<file path="src/rtl/wr_bus_pkg.sv">
// Shared definitions for the write-path serializer feeding top_asyncFIFO_wr.
// Contents:
//   state_e              controller states (IDLE, CFG, WAIT_CFG, STREAM, DONE)
//   WHICH_WRITE_*        one-hot destination codes carried by the config pulse
//   SPI_WIDTH_DEFAULT    default bus beat width (input word is twice this)
//   LEN_W_DEFAULT        default width of the burst length and word counters
package wr_bus_pkg;

    localparam int SPI_WIDTH_DEFAULT = 32;
    localparam int LEN_W_DEFAULT     = 16;

    typedef enum logic [2:0] {
        ST_IDLE     = 3'd0,
        ST_CFG      = 3'd1,
        ST_WAIT_CFG = 3'd2,
        ST_STREAM   = 3'd3,
        ST_DONE     = 3'd4
    } state_e;

    localparam logic [3:0] WHICH_WRITE_0 = 4'b0001;
    localparam logic [3:0] WHICH_WRITE_1 = 4'b0010;
    localparam logic [3:0] WHICH_WRITE_2 = 4'b0100;
    localparam logic [3:0] WHICH_WRITE_3 = 4'b1000;

endpackage

</file>
<file path="src/rtl/gearbox_64to32.sv">
// 2:1 width gearbox: holds one 2*SPI_WIDTH word and emits it as two beats,
// low half first.
// Ports:
//   clk, rst_n     clock and asynchronous active-low reset
//   stream_i       controller is streaming; words may be loaded
//   room_i         burst still has words left to accept
//   in_valid_i     upstream word valid
//   in_data_i      upstream word
//   in_ready_o     word is taken when in_valid_i && in_ready_o
//   wr_ready_i     downstream can take a beat this cycle
//   wr_req_o       beat issued this cycle
//   wr_data_o      beat data, zero while the hold register is empty
//   hi_beat_o      the beat issued this cycle is a high half (word finished)
module gearbox_64to32 #(
    parameter int SPI_WIDTH = 32
) (
    input  logic                   clk,
    input  logic                   rst_n,
    input  logic                   stream_i,
    input  logic                   room_i,
    input  logic                   in_valid_i,
    input  logic [2*SPI_WIDTH-1:0] in_data_i,
    output logic                   in_ready_o,
    input  logic                   wr_ready_i,
    output logic                   wr_req_o,
    output logic [SPI_WIDTH-1:0]   wr_data_o,
    output logic                   hi_beat_o
);

    logic [2*SPI_WIDTH-1:0] hold_q;
    logic                   hold_valid_q;
    logic                   half_q;
    logic                   beat_s;
    logic                   load_s;

    assign beat_s    = hold_valid_q && wr_ready_i;
    assign wr_req_o  = beat_s;
    assign hi_beat_o = beat_s && half_q;

    // A new word may land in the same cycle the high half leaves, so a
    // steady stream needs no bubble between words.
    assign in_ready_o = stream_i && room_i && (!hold_valid_q || (half_q && wr_ready_i));
    assign load_s     = in_valid_i && in_ready_o;

    assign wr_data_o = hold_valid_q ? (half_q ? hold_q[2*SPI_WIDTH-1:SPI_WIDTH]
                                              : hold_q[SPI_WIDTH-1:0])
                                    : {SPI_WIDTH{1'b0}};

    // Hold register and half-select; both freeze while wr_ready_i is low.
    always_ff @(posedge clk or negedge rst_n) begin
        if (!rst_n) begin
            hold_q       <= {(2*SPI_WIDTH){1'b0}};
            hold_valid_q <= 1'b0;
            half_q       <= 1'b0;
        end else if (load_s) begin
            hold_q       <= in_data_i;
            hold_valid_q <= 1'b1;
            half_q       <= 1'b0;
        end else if (beat_s) begin
            hold_valid_q <= !half_q;
            half_q       <= !half_q;
        end else begin
            hold_valid_q <= hold_valid_q;
            half_q       <= half_q;
        end
    end

endmodule

</file>
<file path="src/rtl/wr_bus_serializer.sv">
// Write-path feeder for top_asyncFIFO_wr. On cfg_start it issues one config
// pulse carrying the destination code, waits for config_ready, then streams
// cfg_len words of 2*SPI_WIDTH bits as 2*cfg_len SPI_WIDTH-bit beats (low
// half first), pulses done and returns to idle.
// Ports:
//   clk, rst_n                  clock, asynchronous active-low reset
//   cfg_start/cfg_which/cfg_len burst request, sampled only in idle
//   in_valid/in_data/in_ready   upstream word handshake
//   config_paulse/config_data   one-cycle config request and destination code
//   config_ready                FIFO config acknowledge (level)
//   wr_ready/wr_req/wr_data     downstream beat interface
//   busy                        high in every state except idle
//   done                        one-cycle pulse after the last beat
module wr_bus_serializer
    import wr_bus_pkg::*;
#(
    parameter int SPI_WIDTH = SPI_WIDTH_DEFAULT,
    parameter int LEN_W     = LEN_W_DEFAULT
) (
    input  logic                   clk,
    input  logic                   rst_n,
    input  logic                   cfg_start,
    input  logic [3:0]             cfg_which,
    input  logic [LEN_W-1:0]       cfg_len,
    input  logic                   in_valid,
    input  logic [2*SPI_WIDTH-1:0] in_data,
    output logic                   in_ready,
    output logic                   config_paulse,
    output logic [3:0]             config_data,
    input  logic                   config_ready,
    input  logic                   wr_ready,
    output logic                   wr_req,
    output logic [SPI_WIDTH-1:0]   wr_data,
    output logic                   busy,
    output logic                   done
);

    localparam logic [LEN_W-1:0] LEN_ZERO = {LEN_W{1'b0}};
    localparam logic [LEN_W-1:0] LEN_ONE  = {{(LEN_W-1){1'b0}}, 1'b1};

    state_e           state_q;
    logic [3:0]       which_q;
    logic [LEN_W-1:0] len_q;
    logic [LEN_W-1:0] accepted_q;
    logic [LEN_W-1:0] sent_q;
    logic             paulse_q;
    logic             busy_q;
    logic             done_q;

    logic             stream_s;
    logic             room_s;
    logic             load_s;
    logic             hi_beat_s;

    assign stream_s = (state_q == ST_STREAM);
    // Equality is enough: the counter never passes len within a burst.
    assign room_s   = (accepted_q != len_q);
    assign load_s   = in_valid && in_ready;

    gearbox_64to32 #(
        .SPI_WIDTH (SPI_WIDTH)
    ) u_gearbox (
        .clk        (clk),
        .rst_n      (rst_n),
        .stream_i   (stream_s),
        .room_i     (room_s),
        .in_valid_i (in_valid),
        .in_data_i  (in_data),
        .in_ready_o (in_ready),
        .wr_ready_i (wr_ready),
        .wr_req_o   (wr_req),
        .wr_data_o  (wr_data),
        .hi_beat_o  (hi_beat_s)
    );

    // Controller FSM with burst counters and registered status outputs.
    always_ff @(posedge clk or negedge rst_n) begin
        if (!rst_n) begin
            state_q    <= ST_IDLE;
            which_q    <= 4'b0000;
            len_q      <= LEN_ZERO;
            accepted_q <= LEN_ZERO;
            sent_q     <= LEN_ZERO;
            paulse_q   <= 1'b0;
            busy_q     <= 1'b0;
            done_q     <= 1'b0;
        end else begin
            paulse_q <= 1'b0;
            done_q   <= 1'b0;
            if (load_s) begin
                accepted_q <= accepted_q + LEN_ONE;
            end
            if (hi_beat_s) begin
                sent_q <= sent_q + LEN_ONE;
            end
            case (state_q)
                ST_IDLE: begin
                    // A zero-length request is dropped without a config pulse.
                    if (cfg_start && (cfg_len != LEN_ZERO)) begin
                        state_q    <= ST_CFG;
                        which_q    <= cfg_which;
                        len_q      <= cfg_len;
                        accepted_q <= LEN_ZERO;
                        sent_q     <= LEN_ZERO;
                        paulse_q   <= 1'b1;
                        busy_q     <= 1'b1;
                    end
                end
                ST_CFG: begin
                    state_q <= ST_WAIT_CFG;
                end
                ST_WAIT_CFG: begin
                    if (config_ready) begin
                        state_q <= ST_STREAM;
                    end
                end
                ST_STREAM: begin
                    if (hi_beat_s && (sent_q == (len_q - LEN_ONE))) begin
                        state_q <= ST_DONE;
                        done_q  <= 1'b1;
                    end
                end
                ST_DONE: begin
                    state_q <= ST_IDLE;
                    busy_q  <= 1'b0;
                end
                default: begin
                    state_q <= ST_IDLE;
                    busy_q  <= 1'b0;
                end
            endcase
        end
    end

    assign config_paulse = paulse_q;
    assign config_data   = which_q;
    assign busy          = busy_q;
    assign done          = done_q;

endmodule

</file>
<file path="config.mk">
export PLATFORM = sky130hd
export DESIGN_NAME = wr_bus_serializer
export DESIGN_NICKNAME = d
export VERILOG_FILES = /design/src/rtl/wr_bus_pkg.sv /design/src/rtl/gearbox_64to32.sv /design/src/rtl/wr_bus_serializer.sv
export SDC_FILE = /design/constraint.sdc
export NUM_CORES = 1
export LEC_CHECK = 0
export CAP_MARGIN = 0
export CELL_PAD_IN_SITES_DETAIL_PLACEMENT = 1
export CELL_PAD_IN_SITES_GLOBAL_PLACEMENT = 1
export CORE_MARGIN = 4
export CORE_UTILIZATION = 45
export CTS_BUF_LIST = sky130_fd_sc_hd__clkbuf_8
export CTS_CLUSTER_SIZE = 14
export DETAILED_ROUTE_END_ITERATION = 10
export GPL_ROUTABILITY_DRIVEN = 0
export GPL_TIMING_DRIVEN = 0
export PLACE_DENSITY_LB_ADDON = 0.3
export SYNTH_ARGS = -nofsm -noshare
export SYNTH_HDL_FRONTEND = slang
export SYNTH_SLANG_ARGS = --single-unit
</file>
<file path="constraint.sdc">
create_clock -name clk -period 3.94 [get_ports clk]
set_input_delay 0.394 -clock clk [delete_from_list [all_inputs] [get_ports clk]]
set_output_delay 0.394 -clock clk [all_outputs]
set_load 0.01 [all_outputs]
</file>
## Word-level counts from Yosys, hierarchy flattened

Index checks and enable logic that the tools add are counted.

- Bits of input ports: 90
- Output and inout port bits: 41
- Bits in registers: 124

- Bitwise logic cells: 1
- Reductions and logical operators: 18
- Eq/ne operators: 8
- Add/subtract/negate cells: 3
- Mux-type cells: 21

Operator list:

| kind | number |
|---|---|
| $mux W16 | 6 |
| $mux W32 | 2 |
| $add A16 B1 Y16 const B | 2 |
| $eq A16 B16 Y1 | 1 |
| $ne A16 B16 Y1 | 1 |
| $reduce_bool A16 Y1 | 1 |
| $sub A16 B1 Y16 const B | 1 |
| $pmux W3 S4 | 1 |
| $mux W3 | 3 |
| $logic_and A1 B1 Y1 | 8 |
| $mux W1 | 8 |
| $eq A3 B2 Y1 const B | 2 |
| $ne A2 B2 Y1 const B | 3 |
| $reduce_and A2 Y1 | 2 |
| $eq A3 B1 Y1 const B | 1 |
| $logic_not A3 Y1 | 1 |
| $reduce_and A3 Y1 | 1 |
| $reduce_or A3 Y1 | 1 |
| $logic_not A1 Y1 | 2 |
| $pmux W1 S2 | 1 |
| $reduce_bool A2 Y1 | 1 |
| $logic_or A1 B1 Y1 | 1 |
| $not A1 Y1 | 1 |

## Depth between registers and ports, before layout

Gate-level depths: netlist (run 1).

- Word-level depth: 7
- Gate-level depth with buffers: 9

## Hierarchy

A second synthesis (run 1) with hierarchy kept.

- Cell total of the unflattened synthesis: 562
- Area, all modules: 6591.3 um^2

By module, submodules not included:

| module | area each (um^2) | cells an instance | times used |
|---|---|---|---|
| wr_bus_serializer | 3349.5 | 344 | 1 |
| gearbox_64to32 | 3241.9 | 218 | 1 |

## Worst setup path after synthesis (run 1)

Ideal clock, no wire load.

- Path type: reg2reg
- From: reg accepted_q[2]
- To: reg u_gearbox.hold_q[48]
- Data arrival time: 1.805 ns
- Cell stages (with the launch flop): 9
- Required time: 3.815 ns
- Setup slack: 2.011 ns
- Path buffers: 3
- Cells stage by stage: dfrtp_1 > buf_2 > xor2_1 > nor4_1 > nand4_1 > nand3_2 > buf_2 > buf_2 > mux2_2

- Cells in the longest elaborated chain, start to end: 4

RTL lines:

| what | RTL line | RTL |
|---|---|---|
| start, declared | wr_bus_serializer.sv:44 | `logic [LEN_W-1:0] accepted_q;` |
| start signal, assigned | wr_bus_serializer.sv:91 | `accepted_q <= accepted_q + LEN_ONE;` |
| $ne A16 B16 Y1 | wr_bus_serializer.sv:57 | `assign room_s = (accepted_q != len_q);` |
| $logic_and A1 B1 Y1 (2 in series) | gearbox_64to32.sv:42 | `assign in_ready_o = stream_i && room_i && (!hold_valid_q \|\| (half_q && wr_ready_i));` |
| $logic_and A1 B1 Y1 | gearbox_64to32.sv:43 | `assign load_s = in_valid_i && in_ready_o;` |
| end signal, assigned | gearbox_64to32.sv:52 | `hold_q <= {(2*SPI_WIDTH){1'b0}};` |
| end signal, assigned | gearbox_64to32.sv:56 | `hold_q <= in_data_i;` |
| end, declared | gearbox_64to32.sv:30 | `logic [2*SPI_WIDTH-1:0] hold_q;` |

No other way between the ends.
A chain may end at the register's enable or synchronous reset.

## Final worst setup path (run 1)

- From: reg u_gearbox.half_q
- To: out wr_data[14]

- Cells in the longest elaborated chain, start to end: 2

RTL lines:

| what | RTL line | RTL |
|---|---|---|
| start, declared | gearbox_64to32.sv:32 | `logic half_q;` |
| start signal, assigned | gearbox_64to32.sv:61 | `half_q <= !half_q;` |
| start signal, assigned | gearbox_64to32.sv:64 | `half_q <= half_q;` |
| $mux W32 (2 in series) | gearbox_64to32.sv:45 | `assign wr_data_o = hold_valid_q ? (half_q ? hold_q[2*SPI_WIDTH-1:SPI_WIDTH]` |
| end, declared | wr_bus_serializer.sv:33 | `output logic [SPI_WIDTH-1:0] wr_data,` |

No other way between the ends.

==> summary.md, run 1 <==
| Metric | Value |
|---|---|
| HPWL Detailed | `13.22 mm` |
| Sequential-to-total area share from yosys stat | `0.4906` |
| Start of the worst register-to-register path | `len_q[0]` |
| DRC | `0` |
| Initial DRC Count | `327` |
| Syn_area_per_cell | `10.85 um2` |
| Worst-path maximum fanout | `10` |
| Synth warn | `0` |
| CP max stage cell | `buf_1` |
| WL per Instance | `19.39 um` |
| End of the worst register-to-register path | `state_q[0]` |
| Die area | `0.01602 mm2` |
| Async SR Flop Fraction | `1.000` |
| Grt ovf | `0` |
| Max-Cap Viols | `0` |
| H-tree lvl count | `4` |
| Clock tree buffer depth | `2` |
| Cell Area, Placed | `0.007880 mm2` |
| Fillers | `1496` |
| Reg2Reg Setup Slack | `1500 ps` |
| P_leak | `3.651 nW` |
| Antenna cell count | `0` |
| Setup violators final | `0` |
| Finished Layout Cells | `927` |
| Bufs and invs on worst path | `3` |
| Sw Ratio | `0.3417` |
| Nets | `827` |
| Flop pwr share | `0.360` |
| M1 WL | `7.261 mm` |
| Yosys top cell by area | `dfrtp_1` |
| Number of vias per cell | `5.372` |
| Family with the most delay on the worst path | `buffers and inverters` |
| DR WL met2 | `9.298 mm` |
| Hold/Removal Path Class | `input pin to async pin` |
| Internal power consumption | `3.677 mW` |
| CTS Buf Count | `17` |
| Starting density of the core | `0.4574` |
| CP arrival | `2600 ps` |
| Synth-to-Final Area Change | `31.26%` |
| Clk pwr share | `0.209` |
| Worst R2R Path Depth | `8` |
| Fin Hold WS | `373.8 ps` |
| I/O Buffers | `130` |
| Synth Instances | `583` |
| CTS sink cnt | `124` |
| F_max | `333.8 MHz` |
| Run status | `finished clean` |
| Post-route cell area | `0.008302 mm2` |
| Gate power share | `0.431` |
| Max Slew Vio Count | `0` |
| Antenna violations before repair | `0` |
| Most frequent cells in the layout | `clkdlybuf4s50_1, dfrtp_1, nand2_1` |
| Max Used Layer | `met4` |
| Switching Power | `1.909 mW` |
| PD cells | `672.9 mW/mm2` |
| Area occupied by multi-input gates | `0.003038 mm2` |
| Layout cell share with drive strength beyond 1 | `0.1606` |
| Least-Margin Pin Slew | `808.1 ps` |
| First-pass GRT wire length | `29.70 mm` |
| Resized cells post-CTS | `0` |
| I/O pin cnt | `131` |
| Relative slew slack | `0.4613` |
| Final hold vios | `0` |
| Post-Route WL | `17.98 mm` |
| Clock Latency Late Sink | `450 ps` |
| Top cell type's share of synthesized area | `0.4906` |
| Crit-path max cell delay | `640 ps` |
| Top area cells in the synthesized netlist | `dfrtp_1, mux2_2, mux2i_1, nand2_1, xor2_1` |
| Tot GR Track Use | `0.2338` |
| RSZ-0062 raised after global routing | `false` |
| Die span in y | `126.6 um` |
| Worst setup path class | `flip-flop to output pin` |
| Via count | `4980` |
| Setup crit end kind | `output pin` |
| Crit path cell chain | `buf_2, buf_1, mux2i_1, nor2b_1, clkdlybuf4s50_1` |
| Power, Total | `5.586 mW` |
| Mapped Area | `0.006325 mm2` |
| CP required | `3550 ps` |
| Leading cell type in the layout, fill and taps excluded | `clkdlybuf4s50_1` |
| Largest net degree at the start of global routing | `100` |
| Most used flip-flop cell after synthesis | `dfrtp_1` |
| Fin util | `0.6004` |
| Reg clk slew, reported paths | `80 ps` |
| Row count | `43` |
| Die Wd | `126.6 um` |
| Vias in the first global route | `5752` |
| Worst Clk Skew | `14.46 ps` |
| DRT antenna net count | `0` |
| Yosys cell types | `45` |
| Dpl cells | `894` |
| Fin crit share | `0.7603` |
| Root Driver | `clkbuf_8` |
| CP Launch Type | `flip-flop` |
| TritonCTS clock tree | `yes` |
| DR WL met3 | `1.008 mm` |
| Number of synthesized register bits | `124` |
| Core ar. | `0.01383 mm2` |
| Min Tclk post-route | `2996 ps` |
| Register area | `0.003103 mm2` |
| Crit path from | `u_gearbox.half_q` |
| Detailed Routing Iterations Pass 1 | `4` |
| Number of synthesized flops with an enable pin | `0` |
| Syn nets | `676` |
| Worst VDD drop | `0.3801 mV` |
[synthesized netlist by cell type, types with 2 or more instances]
cell type	n
buf_2	9
inv_1	4
o31ai_1	12
nor3_1	3
mux2i_1	35
and2_1	4
ha_1	3
and3_1	10
clkbuf_1	12
xor2_1	32
o21ai_1	2
buf_4	5
nand4_1	9
nand4b_1	3
mux2_2	65
nor2_1	22
or3_1	5
o21ai_0	7
xnor2_1	21
nand2_1	77
or4_1	10
nor3b_1	3
buf_1	4
and4_1	3
dfrtp_1	124
nor2b_1	32
nand3_1	15
buf_6	2
a21oi_1	21
nor4_1	14
[layer usage]
metal | up-vias | global-route usage
met4 | 0 | 0.08580
li1 | 2337 | -
met1 | 2495 | 0.2726
met2 | 121 | 0.4085
met3 | 27 | 0.06821
met5 | - | 0
[worst max path at each step]
stage | end | slack, ps | cells after the start
global route | wr_data[3] | 760 | 5
CTS | wr_data[20] | 870 | 5
finish | wr_data[14] | 940 | 5
global placement | u_gearbox.hold_q[1] | -2460 | 1
floorplan | u_gearbox.hold_q[48] | 2010 | 8
detailed placement | len_q[13] | 820 | 8
[cells by family (layout without fill, tap and decap cells)]
logic type / after synthesis / in the layout / share of synthesized area
buf+inv: 37 / 201 / 0.02908
compound gates: 47 / 47 / 0.04510
fa+ha+maj: 3 / 3 / 0.005935
xor+xnor: 53 / 53 / 0.07339
simple gates: 219 / 219 / 0.1848
flops: 124 / 124 / 0.4906
mux: 100 / 100 / 0.1711
[through the flow]
stage,setup WS (ps),setup TNS (ps)
floorplan,2011,0
global placement,-2463,-304020
detailed placement,818.8,0
CTS,868.4,0
global route,757.7,0
finish,944.2,0
[cell type report]
type                            count  area share
Tap cell                          180     0.02713
Clock inverter                     13     0.01809
Buffer                             32     0.01989
Multi-Input combinational cell    422      0.3659
Clock buffer                       19     0.03150
Timing Repair Buffer              132      0.1614
Sequential cell                   124      0.3738
Inverter                            5    0.002261
[power by group through the flow]
| stage | combinational (mW) | clock (mW) | sequential (mW) |
|---|---|---|---|
| after floorplan | 1.47 | 0 | 1.92 |
| after global placement | 2.29 | 0 | 1.98 |
| after detailed placement | 2.40 | 0 | 2.02 |
| after CTS | 2.45 | 1.19 | 2.01 |
| after global routing | 2.62 | 1.25 | 2.06 |
| final | 2.41 | 1.17 | 2.01 |
[timing repair]
item,in CTS,in global routing
endpoints found under the setup margin,0,0
hold buffers,1,0
hold endpoints to repair,25,0
setup buffers,0,0
[registers in the layout, summed over array words and instances (netlist names)]
signal,count
accepted_q,16
busy,1
config_data,4
config_paulse,1
done,1
len_q,16
sent_q,16
state_q,3
u_gearbox.half_q,1
u_gearbox.hold_q,64
u_gearbox.hold_valid_q,1
Note: power is estimated with default switching activity, not from simulation.
==> inputs of run 2 (changes only) <==
CORE_UTILIZATION = 41   (was 45)
clock period = 3.1 ns   (was 3.94 ns; I/O delays follow)
==> summary.md, run 2 (synthesized netlist as in run 1, its figures left out) <==
| Metric | Value |
|---|---|
| Dpl cells | `902` |
| Detailed Routing Iterations Pass 1 | `4` |
| Internal power consumption | `4.724 mW` |
| Clk pwr share | `0.217` |
| Leading cell type in the layout, fill and taps excluded | `clkdlybuf4s50_1` |
| Largest register FFs | `64` |
| CTS sink cnt | `124` |
| Antenna violations before repair | `0` |
| Die area | `0.01748 mm2` |
| Core ar. | `0.01515 mm2` |
| Initial DRC Count | `219` |
| CP arrival | `2570 ps` |
| First-pass GRT wire length | `28.99 mm` |
| RSZ-0062 raised after global routing | `false` |
| Clock tree buffer depth | `2` |
| Setup WS post-layout | `221.7 ps` |
| Most frequent cells in the layout | `clkdlybuf4s50_1, dfrtp_1, nand2_1` |
| Antenna cell count | `0` |
| Nets | `827` |
| Cell Area, Placed | `0.007890 mm2` |
| Worst Clk Skew | `9.276 ps` |
| Gate power share | `0.425` |
| Postcts setup bufs | `0` |
| PD cells | `854.7 mW/mm2` |
| Finished Layout Cells | `935` |
| I/O pin cnt | `131` |
| Sw Ratio | `0.3371` |
| HPWL Detailed | `13.14 mm` |
| Die span in y | `132.2 um` |
| Vias in the first global route | `5708` |
| DRC | `0` |
| Die Wd | `132.2 um` |
| DRT antenna net count | `0` |
| Fillers | `1651` |
| Tot GR Track Use | `0.2089` |
| Max Slew Vio Count | `0` |
| Grt ovf | `0` |
| Hold/Removal Path Class | `input pin to async pin` |
| WL per Instance | `18.68 um` |
| CP required | `2790 ps` |
| Post-Route WL | `17.47 mm` |
| Via count | `4959` |
| Fin Hold WS | `315.4 ps` |
| Largest Register | `u_gearbox.hold_q` |
| Setup crit end kind | `output pin` |
| Setup violators final | `0` |
| Min Tclk post-route | `2878 ps` |
| H-tree lvl count | `4` |
| Worst-path maximum fanout | `10` |
| Switching Power | `2.402 mW` |
| Least-Margin Pin Slew | `796.8 ps` |
| Number of vias per cell | `5.304` |
| Flop pwr share | `0.357` |
| Row count | `45` |
| Worst setup path class | `flip-flop to output pin` |
| CTS Buf Count | `17` |
| Run status | `finished clean` |
| Root Driver | `clkbuf_8` |
| CP Launch Type | `flip-flop` |
| I/O Buffers | `130` |
| P_leak | `3.661 nW` |
| Synth-to-Final Area Change | `31.81%` |
| Power, Total | `7.125 mW` |
| Reg clk slew, reported paths | `80 ps` |
| F_max | `347.4 MHz` |
| Final TNS setup | `0 ps` |
| Layout cell share with drive strength beyond 1 | `0.1633` |
| Starting density of the core | `0.4176` |
| Fin crit share | `0.9285` |
| Max-Cap Viols | `0` |
| Largest net degree at the start of global routing | `93` |
| Post-route cell area | `0.008337 mm2` |
| TritonCTS clock tree | `yes` |
| Relative slew slack | `0.4688` |
| Worst VDD drop | `0.4386 mV` |
| Clock Latency Late Sink | `440 ps` |
| Fin util | `0.5504` |
| Placement Setup Slack | `-4.175 ps` |
| Final hold vios | `0` |
## run 2: repair_timing
item	4_1_cts	5_1_grt
setup endpoints to repair	0	2
endpoints found under the hold margin	32	0
hold buffers	1	0
resized for setup	0	1
## run 2: layer usage
metal,part of all wire,vias up,wire [um],GRT usage
li1,-,2340,-,-
met1,0.42,2496,7333,0.2438
met2,0.51,102,8946,0.3700
met3,0.051,21,897,0.06565
met4,0.017,0,291,0.06062
met5,0,-,0,0
## run 2: cell type report
cell class,count,area (um2),share of cell area
Clock inverter,15,196.4,0.02356
Clock buffer,17,234.0,0.02807
Timing Repair Buffer,132,1340,0.1607
Inverter,5,18.77,0.002251
Sequential cell,124,3103,0.3722
Multi-Input combinational cell,422,3038,0.3644
Buffer,32,171.4,0.02056
Tap cell,188,235.2,0.02822
## run 2: power by group through the flow
stage | combinational, mW | clock, mW | sequential (mW)
after detailed placement | 3.04 | 0 | 2.57
after CTS | 3.07 | 1.60 | 2.55
final | 3.03 | 1.55 | 2.55
after global placement | 2.93 | 0 | 2.51
after global routing | 3.31 | 1.67 | 2.62
after floorplan | 1.87 | 0 | 2.44
## run 2: worst max-delay path: stages (launching register included)
cell and delay, ps:
dfrtp_1 320, buf_2 230, clkdlybuf4s15_1 650, mux2i_1 190, nor2b_1 140, clkdlybuf4s50_1 600
## run 2: path summary, 6_finish.rpt
kind | from | end | slack, ps | depth (start not counted)
max | u_gearbox.half_q | wr_data[19] | 220 | 5
min | rst_n | len_q[9] | 320 | 2
max reg2reg | len_q[0] | state_q[1] | 680 | 8
min reg2reg | config_data[2] | config_data[2] | 490 | 2
max in group asynchronous | rst_n | u_gearbox.hold_q[30] | 2000 | 3
min in group clk | cfg_which[3] | config_data[3] | 400 | 3
==> inputs of run 3 (changes only) <==
RECOVER_POWER = 25   (was default)
clock period = 3.3 ns   (was 3.1 ns; I/O delays follow)
==> summary.md, run 3 (synthesized netlist as in run 1, its figures left out) <==
| Metric | Value |
|---|---|
| DRT antenna net count | `0` |
| Nets | `827` |
| Max-Cap Viols | `1` |
| Fin crit share | `0.8760` |
| Reg2Reg Setup Slack | `880 ps` |
| Hold_buf cts | `1` |
| F_max | `345.9 MHz` |
| Core ar. | `0.01515 mm2` |
| CP Launch Type | `flip-flop` |
| Worst-path maximum fanout | `10` |
| Worst R2R Path Depth | `8` |
| I/O Buffers | `130` |
| Post-route cell area | `0.008323 mm2` |
| Final TNS setup | `0 ps` |
| Run status | `finished, violations left` |
| Min Tclk post-route | `2891 ps` |
| Fin Hold WS | `420.8 ps` |
| Cell Area, Placed | `0.007890 mm2` |
| Largest Register | `u_gearbox.hold_q` |
| H-tree lvl count | `4` |
| Starting density of the core | `0.4176` |
| Worst VDD drop | `0.3979 mV` |
| Post-Route WL | `17.46 mm` |
| Worst setup path class | `flip-flop to output pin` |
| CP arrival | `2560 ps` |
| Relative slew slack | `-0.2591` |
| Clock tree buffer depth | `2` |
| End of the worst register-to-register path | `state_q[1]` |
| TritonCTS clock tree | `yes` |
| Worst Clk Skew | `8.601 ps` |
| Max Slew Vio Count | `33` |
| Synth-to-Final Area Change | `31.59%` |
| Antenna cell count | `0` |
| Power, Total | `6.688 mW` |
| Number of vias per cell | `5.309` |
| Antenna violations before repair | `0` |
| CTS Buf Count | `17` |
| WHS Endpoint | `config_data[3]` |
| I/O pin cnt | `131` |
| Failing checks | `max-capacitance violations, max-slew violations` |
| Die Wd | `132.2 um` |
| WL per Instance | `18.67 um` |
| Die area | `0.01748 mm2` |
| RSZ-0062 raised after global routing | `false` |
| Layout cell share with drive strength beyond 1 | `0.1620` |
| Setup crit end kind | `output pin` |
| PD cells | `803.5 mW/mm2` |
| Initial DRC Count | `224` |
| Reg clk slew, reported paths | `80 ps` |
| Start of the worst register-to-register path | `len_q[0]` |
| Root Driver | `clkbuf_8` |
| P_leak | `3.652 nW` |
| Hold/Removal Path Class | `input pin to flip-flop` |
| Via count | `4964` |
| Dpl cells | `902` |
| Largest register FFs | `64` |
| WHS Path Cells | `3` |
| Vias in the first global route | `5708` |
| Least-Margin Pin Slew | `1889 ps` |
| Die span in y | `132.2 um` |
| Tot GR Track Use | `0.2089` |
| Row count | `45` |
| Register area | `0.003103 mm2` |
| Area occupied by multi-input gates | `0.003038 mm2` |
| Setup violators final | `0` |
| Fillers | `1650` |
| Grt ovf | `0` |
| CTS sink cnt | `124` |
| DRC | `0` |
| Most frequent cells in the layout | `clkdlybuf4s50_1, dfrtp_1, nand2_1` |
| Clock Latency Late Sink | `440 ps` |
| Leading cell type in the layout, fill and taps excluded | `clkdlybuf4s50_1` |
| Finished Layout Cells | `935` |
| Largest net degree at the start of global routing | `93` |
| First-pass GRT wire length | `28.99 mm` |
| Hold path start | `cfg_which[3]` |
| Postcts setup bufs | `0` |
| Resized cells post-CTS | `0` |
| CP required | `2970 ps` |
| HPWL Detailed | `13.14 mm` |
| Detailed Routing Iterations Pass 1 | `4` |
| Final hold vios | `0` |
## run 3: cell count changes in the layout (fill, tap and decap cells not counted)
cell / delta
clkbuf_1: +1
buf_6: -1
buf_1: +1
clkdlybuf4s15_1: -1
## run 3: layout make-up
cell class                 count  share of cell area
sequential                   124              0.3728
multi-input combinational    422              0.3650
timing repair buffer         132              0.1601
tap                          188             0.02826
clock buffer                  17             0.02811
clock inverter                15             0.02360
buffer                        32             0.01984
inverter                       5            0.002255
## run 3: worst max-delay path: stages, from the launching register on
cell and delay [ps]:
dfrtp_1 320, buf_2 220, buf_1 630, mux2i_1 190, nor2b_1 140, clkdlybuf4s50_1 600
## run 3: report_power, final
group / switching (mW) / leakage (nW) / total (mW) / internal, mW
sequential: 0.360 / 1.55 / 2.39 / 2.03
clock: 0.634 / 0.208 / 1.46 / 0.821
combinational: 1.26 / 1.89 / 2.84 / 1.58
## run 3: how the worst max path moves through the flow
stage	startpoint	end	slack, ps	cells after the start
after floorplan	accepted_q[2]	u_gearbox.hold_q[48]	1370	8
after global placement	rst_n	u_gearbox.hold_q[1]	-2980	1
after detailed placement	cfg_len[10]	config_data[0]	180	8
after CTS	u_gearbox.half_q	wr_data[19]	330	5
after global routing	u_gearbox.half_q	wr_data[16]	180	5
final	u_gearbox.half_q	wr_data[19]	410	5
## run 3: metrics by stage
stage               worst slack [ps]  utilization
finish                         409.1       0.5495
global route                   178.7       0.5495
CTS                            334.6       0.5500
global placement               -2975       0.5190
floorplan                       1371            -
detailed placement             175.8       0.5209
## run 3: routing by layer
layer	wire, um	up-vias	track usage
met5	0	-	0
met4	291	0	0.06062
met3	897	21	0.06565
met2	8936	102	0.3700
met1	7335	2500	0.2438
li1	-	2341	-
